===== src/rtl/hilbert_pkg.sv =====
// Shared constants, types and the CORDIC arctangent table for the
// Hilbert demodulation chain (iq2phase -> phase2speed).
package hilbert_pkg;

    localparam int SAMPLE_W = 16;
    localparam int ANGLE_W  = 24;
    localparam int PHASE_W  = 19;
    localparam int XY_W     = 18;

    localparam logic signed [ANGLE_W-1:0] PI_Q20      = 24'sd3294199;
    localparam logic signed [ANGLE_W-1:0] HALF_PI_Q20 = 24'sd1647099;

    localparam logic signed [PHASE_W:0] PI_Q10     = 20'sd3217;
    localparam logic signed [PHASE_W:0] TWO_PI_Q10 = 20'sd6434;

    typedef enum logic [1:0] {
        ST_IDLE,
        ST_PRE,
        ST_ROT,
        ST_OUT
    } state_t;

    // atan(2^-k) in Q20 radians
    function automatic logic signed [ANGLE_W-1:0] atan_q20(
        input logic [3:0] k
    );
        logic signed [ANGLE_W-1:0] a;
        case (k)
            4'd0:    a = 24'sd823550;
            4'd1:    a = 24'sd486170;
            4'd2:    a = 24'sd256879;
            4'd3:    a = 24'sd130396;
            4'd4:    a = 24'sd65451;
            4'd5:    a = 24'sd32757;
            4'd6:    a = 24'sd16383;
            4'd7:    a = 24'sd8192;
            4'd8:    a = 24'sd4096;
            4'd9:    a = 24'sd2048;
            4'd10:   a = 24'sd1024;
            4'd11:   a = 24'sd512;
            4'd12:   a = 24'sd256;
            4'd13:   a = 24'sd128;
            4'd14:   a = 24'sd64;
            default: a = 24'sd32;
        endcase
        return a;
    endfunction

endpackage


===== src/rtl/cordic_vec_step.sv =====
// One vectoring-mode CORDIC micro-rotation, purely combinational.
// Drives y toward zero while accumulating the rotated angle in z.
module cordic_vec_step
    import hilbert_pkg::*;
(
    input  logic signed [XY_W-1:0]    x,
    input  logic signed [XY_W-1:0]    y,
    input  logic signed [ANGLE_W-1:0] z,
    input  logic        [3:0]         k,
    input  logic signed [ANGLE_W-1:0] atan,
    output logic signed [XY_W-1:0]    x_n,
    output logic signed [XY_W-1:0]    y_n,
    output logic signed [ANGLE_W-1:0] z_n
);

    logic signed [XY_W-1:0] xs;
    logic signed [XY_W-1:0] ys;

    assign xs = x >>> k;
    assign ys = y >>> k;

    // Rotate clockwise when y is non-negative, otherwise counter-clockwise
    always_comb begin
        if (!y[XY_W-1]) begin
            x_n = x + ys;
            y_n = y - xs;
            z_n = z + atan;
        end else begin
            x_n = x - ys;
            y_n = y + xs;
            z_n = z - atan;
        end
    end

endmodule


===== src/rtl/iq2phase.sv =====
// Iterative CORDIC I/Q to phase converter, 9Q10 radian output.
// Define IQ2PHASE_DELTA_EN to output the wrapped per-sample increment.
module iq2phase
    import hilbert_pkg::*;
#(
    parameter int ITER = 14
) (
    input  logic                       clock,
    input  logic                       reset,
    input  logic                       in_valid,
    input  logic signed [SAMPLE_W-1:0] i_in,
    input  logic signed [SAMPLE_W-1:0] q_in,
    output logic signed [PHASE_W-1:0]  phase,
    output logic                       sample,
    output logic                       busy,
    output logic                       overrun
);

    state_t state;

    logic signed [XY_W-1:0]    x;
    logic signed [XY_W-1:0]    y;
    logic signed [ANGLE_W-1:0] z;
    logic        [3:0]         k;
    logic                      zero_in;

    logic signed [XY_W-1:0]    x_n;
    logic signed [XY_W-1:0]    y_n;
    logic signed [ANGLE_W-1:0] z_n;

    logic signed [ANGLE_W-1:0] z_rnd;
    logic signed [ANGLE_W-1:0] z_sh;
    logic signed [PHASE_W-1:0] angle;
    logic                      last;

    cordic_vec_step u_step (
        .x    (x),
        .y    (y),
        .z    (z),
        .k    (k),
        .atan (atan_q20(k)),
        .x_n  (x_n),
        .y_n  (y_n),
        .z_n  (z_n)
    );

    assign last  = (k == 4'(ITER - 1));
    assign z_rnd = z_n + 24'sd512;
    assign z_sh  = z_rnd >>> 10;

    // Round/saturate the final Q20 angle to 9Q10; a null vector maps to 0
    always_comb begin
        angle = z_sh[PHASE_W-1:0];
        if (z_sh > 24'sd262143) begin
            angle = 19'sh3FFFF;
        end else if (z_sh < -24'sd262144) begin
            angle = 19'sh40000;
        end
        if (zero_in) begin
            angle = '0;
        end
    end

`ifdef IQ2PHASE_DELTA_EN
    logic signed [PHASE_W-1:0] prev;
    logic                      primed;
    logic signed [PHASE_W:0]   d_raw;
    logic signed [PHASE_W:0]   d_wrap;

    // Phase increment wrapped into (-pi, pi]
    always_comb begin
        d_raw  = {angle[PHASE_W-1], angle} - {prev[PHASE_W-1], prev};
        d_wrap = d_raw;
        if (d_raw > PI_Q10) begin
            d_wrap = d_raw - TWO_PI_Q10;
        end else if (d_raw < -PI_Q10) begin
            d_wrap = d_raw + TWO_PI_Q10;
        end
    end
`endif

    // Conversion FSM: capture, quadrant pre-rotate, iterate, publish
    always_ff @(posedge clock) begin
        if (reset) begin
            state   <= ST_IDLE;
            x       <= '0;
            y       <= '0;
            z       <= '0;
            k       <= '0;
            zero_in <= 1'b0;
            phase   <= '0;
            sample  <= 1'b0;
            busy    <= 1'b0;
            overrun <= 1'b0;
`ifdef IQ2PHASE_DELTA_EN
            prev    <= '0;
            primed  <= 1'b0;
`endif
        end else begin
            sample  <= 1'b0;
            overrun <= 1'b0;
            case (state)
                ST_IDLE, ST_OUT: begin
                    if (in_valid) begin
                        x       <= {{2{i_in[SAMPLE_W-1]}}, i_in};
                        y       <= {{2{q_in[SAMPLE_W-1]}}, q_in};
                        zero_in <= (i_in == '0) && (q_in == '0);
                        state   <= ST_PRE;
                        busy    <= 1'b1;
                    end else begin
                        state <= ST_IDLE;
                        busy  <= 1'b0;
                    end
                end
                ST_PRE: begin
                    k     <= '0;
                    state <= ST_ROT;
                    if (!x[XY_W-1]) begin
                        z <= '0;
                    end else if (!y[XY_W-1]) begin
                        x <= y;
                        y <= -x;
                        z <= HALF_PI_Q20;
                    end else begin
                        x <= -y;
                        y <= x;
                        z <= -HALF_PI_Q20;
                    end
                end
                ST_ROT: begin
                    x <= x_n;
                    y <= y_n;
                    z <= z_n;
                    k <= k + 4'd1;
                    if (last) begin
                        state <= ST_OUT;
`ifdef IQ2PHASE_DELTA_EN
                        prev   <= angle;
                        primed <= 1'b1;
                        if (primed) begin
                            phase  <= d_wrap[PHASE_W-1:0];
                            sample <= 1'b1;
                        end
`else
                        phase  <= angle;
                        sample <= 1'b1;
`endif
                    end
                end
                default: begin
                    state <= ST_IDLE;
                    busy  <= 1'b0;
                end
            endcase
            if (in_valid && (state == ST_PRE || state == ST_ROT)) begin
                overrun <= 1'b1;
            end
        end
    end

endmodule

===== config.mk =====
export PLATFORM = sky130hd
export DESIGN_NAME = iq2phase
export DESIGN_NICKNAME = d
export VERILOG_FILES = /design/src/rtl/hilbert_pkg.sv /design/src/rtl/cordic_vec_step.sv /design/src/rtl/iq2phase.sv
export SDC_FILE = /design/constraint.sdc
export NUM_CORES = 1
export LEC_CHECK = 0
export ABC_AREA = 1
export ABC_CLOCK_PERIOD_IN_PS = 5650
export BUFFER_PORTS_ARGS = -buffer_cell sky130_fd_sc_hd__clkbuf_2
export CAP_MARGIN = 5
export CORE_ASPECT_RATIO = 0.7
export CORE_MARGIN = 4
export CORE_UTILIZATION = 50
export CTS_BUF_LIST = sky130_fd_sc_hd__clkbuf_4 sky130_fd_sc_hd__clkbuf_8
export DETAILED_ROUTE_END_ITERATION = 16
export GPL_ROUTABILITY_DRIVEN = 0
export PLACE_DENSITY = 0.78
export SLEW_MARGIN = 20
export SYNTH_ARGS = -nofsm -noshare
export SYNTH_HDL_FRONTEND = slang
export SYNTH_SLANG_ARGS = --single-unit

===== constraint.sdc =====
create_clock -name clock -period 5.65 [get_ports clock]
set_input_delay 0.2825 -clock clock [delete_from_list [all_inputs] [get_ports clock]]
set_output_delay 0.2825 -clock clock [all_outputs]
set_load 0.1 [all_outputs]

==> results.md <==
- Status: complete, no violations
- Hold Path Depth: 3
- Type of the worst setup path: register to register
- Fmax: 228 MHz
- Peak supply drop: 0.000343 V
- Critical R2R Launch: k[0]
- Yosys reg bits: 104
- Die Wd: 191 um
- CTS max path bufs: 2
- Pleak: 5.86 nW
- Largest net degree at the start of global routing: 64
- Root buffer cell: clkbuf_8
- Die area: 0.0259 mm^2
- CP Data Required Time: 5.92 ns
- Setup violations, final: 0
- Syn avg cell area: 5.84 um^2
- Row cnt: 46
- Max-cap viol count: 0
- Port Buffers: 56
- Maximum fanout along the worst path: 37
- Post-synthesis sequential area ratio: 17.8%
- DRC viols: 0
- Setup bufs post-CTS: 0
- Initial Utilization: 51.2%
- Initial antenna violation count: 0
- PD cells: 648 mW/mm^2
- Setup TNS: 0 ns
- First-pass GRT wire length: 63.4 mm
- CTS tree: done
- CP Capture Type: register
- Vias: 13.8k
- Startpoint types: register
- Post-Synth Simple-Gate Area: 38.3%
- Worst Path Arrival: 4.65 ns
- Hold path startpoint: in_valid
- Adder-Cell Fraction of Synth Area: 8.45%
- Setup ws final: 1.27 ns
- Top FF cell, synth: dfxtp_1
- Max transition margin: 40.4%
- Post-Syn Instances: 1,997
- Synth warn: 0
- Num Clock Sinks: 104
- Reg2reg setup slack: 1.27 ns
- Fill cells: 2,331
- Tot Pwr: 0.00791 W
- Global route overflow: 0
- Worst Tran Pin Value: 0.895 ns
- Worst-skew pair later-pin latency: 0.40 ns
- Mux contribution to synthesized area: 0%
- Core area: 0.0228 mm^2
- Largest family of logic cells by synthesized area: simple AND/OR/NAND/NOR gates
- Cell variety after synth: 49
- RSZ-0062 raised after global routing: no
- GRT Resource Usage Total: 30.3%
- Layout cells sized above 1: 7.52%
- End of the worst register-to-register path: y[8]
- Hold Path End: overrun
- DP HPWL: 30.7 mm
- Synth Area in Compound Gates: 20.3%
- I/O Pins: 57
- Vert. Die Dim: 136 um
- Vias in the first global route: 12.0k
- Async SR Flop Fraction: 0%
- H-tree levels: 3
- Final Hold Viols: 0
- Hold Crit Class: primary input to register
- Final net count: 2,103
- Worst Reg2Reg Path Length in Cells: 23
- Syn Std Cell Area: 0.0117 mm^2
- Setup WS pre-CTS: 1.44 ns
- Antenna Nets Post-Route: 0
- Final min period: 4.38 ns
- EDFF count, synth: 0
- Xor-xnor portion of the synthesized cell area: 4.80%
- 1st-pass router iterations: 9
- Ant. Diodes: 0
- Vias per cell: 5.96
- Syn_nets: 2,109
- # resized after CTS: 0
- Num CTS Buffers: 9
- Clk slew on worst S/H paths: 0.12 ns
- Final WL: 40.3 mm
- Clock skew: 0.0112 ns
- Violation count after the first detailed-routing iteration: 2,021
- Max Slew Vio Count: 0
- Period utilization: 77.5%
- Post-CTS Hold Buffers: 0
- WL/cell: 17.5 um
- Synthesis-to-finish area growth: 4.64%
- Hold slack: 0.168 ns
## worst max-delay path, cell delays in order (launching register included)
cell and delay [ns]:
dfxtp_1 0.52, buf_4 0.41, nand2_1 0.12, nand3_1 0.14, nand3_1 0.12, nand3_1 0.13, nand2_1 0.09, ha_1 0.29
inv_1 0.04, o21ai_0 0.33, inv_1 0.13, fa_1 0.42, inv_1 0.09, nand2_1 0.06, nand2_1 0.06, nand2_1 0.06
nand2_1 0.15, a21oi_1 0.11, o21ai_0 0.41, a21oi_1 0.13, o21ai_0 0.12, o211ai_1 0.11, o211ai_1 0.13, a21oi_1 0.08
## power by group
group	total (W)	internal [W]	switching (W)
logic	0.00614	0.00194	0.00420
registers	0.00128	0.000901	0.000382
clock network	0.000495	0.000178	0.000318
total	0.00791	0.00302	0.00490
## synthesized netlist by cell type, types with 6 or more instances
master / number / area share [%]
nand2_2: 16 / 0.86
nand2_1: 545 / 18
buf_6: 7 / 0.68
or2_2: 11 / 0.59
buf_2: 17 / 0.73
nor2_1: 158 / 5.1
o31ai_1: 6 / 0.39
ha_1: 74 / 7.9
nor4_1: 12 / 0.64
buf_1: 7 / 0.23
dfxtp_1: 104 / 18
a21oi_1: 185 / 7.9
buf_4: 12 / 0.77
o21ai_1: 19 / 0.82
inv_1: 190 / 6.1
xor2_1: 44 / 3.3
o21ai_0: 128 / 5.5
nor3_1: 24 / 1.0
clkbuf_1: 43 / 1.4
xnor2_1: 20 / 1.5
o211ai_1: 31 / 2.0
nand3_1: 224 / 9.6
o22ai_1: 6 / 0.32
nor2_2: 11 / 0.59
nand4_1: 22 / 1.2
inv_2: 6 / 0.19
a31oi_1: 21 / 1.1
## per-layer routing
metal | vias up | track usage [%] | part of all wire (%)
li1 | 6654 | - | -
met1 | 6082 | 45.6 | 43
met2 | 940 | 40.9 | 37
met3 | 91 | 10.9 | 18
met4 | 0 | 5.86 | 2.1
met5 | - | 0 | 0
## state kept, by name, summed over array words and instances, names as in the netlist
signal,cells
overrun,1
zero_in,1
k,4
sample,1
u_step.atan,20
busy,1
y,18
x,18
z,24
phase,14
state,2
## worst max path at each step
stage / from / to / slack (ns)
after CTS: k[0] / y[17] / 1.42
after global routing: k[1] / x[15] / 0.90
after detailed placement: k[0] / y[10] / 1.44
final: k[0] / y[8] / 1.27
after global placement: k[0] / y[17] / 1.55
after floorplan: k[0] / x[15] / 2.18
## stage by stage
stage / std cells / instance area (um^2) / utilization (%)
4_1_cts: 2308 / 12200 / 53.6
3_5_place_dp: 2292 / 12000 / 52.6
2_1_floorplan: 1997 / 11700 / -
6_report: 2308 / 12200 / 53.6
5_1_grt: 2308 / 12200 / 53.6
3_3_place_gp: 2292 / 12000 / 52.6
## cell type report
class,count,area (um^2),area share [%]
clock buffers,9,124,1.01
clock inverters,7,86.3,0.707
inverters,201,759,6.22
multi-input cells,1606,8390,68.7
flip-flops and latches,104,2080,17.1
well taps,312,390,3.20
repair buffers,69,378,3.09
## cells in the final DEF (no fill, tap or decap), types with 4 or more instances in the layout
master,count
nand2_1,545
nand3_1,224
inv_1,190
a21oi_1,185
nor2_1,158
o21ai_0,128
dfxtp_1,103
ha_1,74
clkbuf_2,56
xor2_1,44
o211ai_1,31
nor3_1,24
nand4_1,22
a31oi_1,21
xnor2_1,20
o21ai_1,18
nand2_2,16
buf_4,13
nor4_1,12
nor2_2,11
or2_2,11
clkbuf_8,9
inv_2,6
o22ai_1,6
o31ai_1,6
o21ai_2,5
o21bai_1,5
a221oi_1,5
nor2_4,4
o21a_1,4
## kinds of logic (layout without fill, tap and decap cells)
| logic type | after synthesis | count (layout) |
|---|---|---|
| AND/OR/NAND/NOR | 1037 | 1037 |
| AO/OA/AOI/OAI | 428 | 428 |
| buffers and inverters | 287 | 286 |
| flip-flops | 104 | 104 |
| adder cells (fa/ha/maj) | 77 | 77 |
| XOR/XNOR | 64 | 64 |
Power figures use the tool's default switching activity.
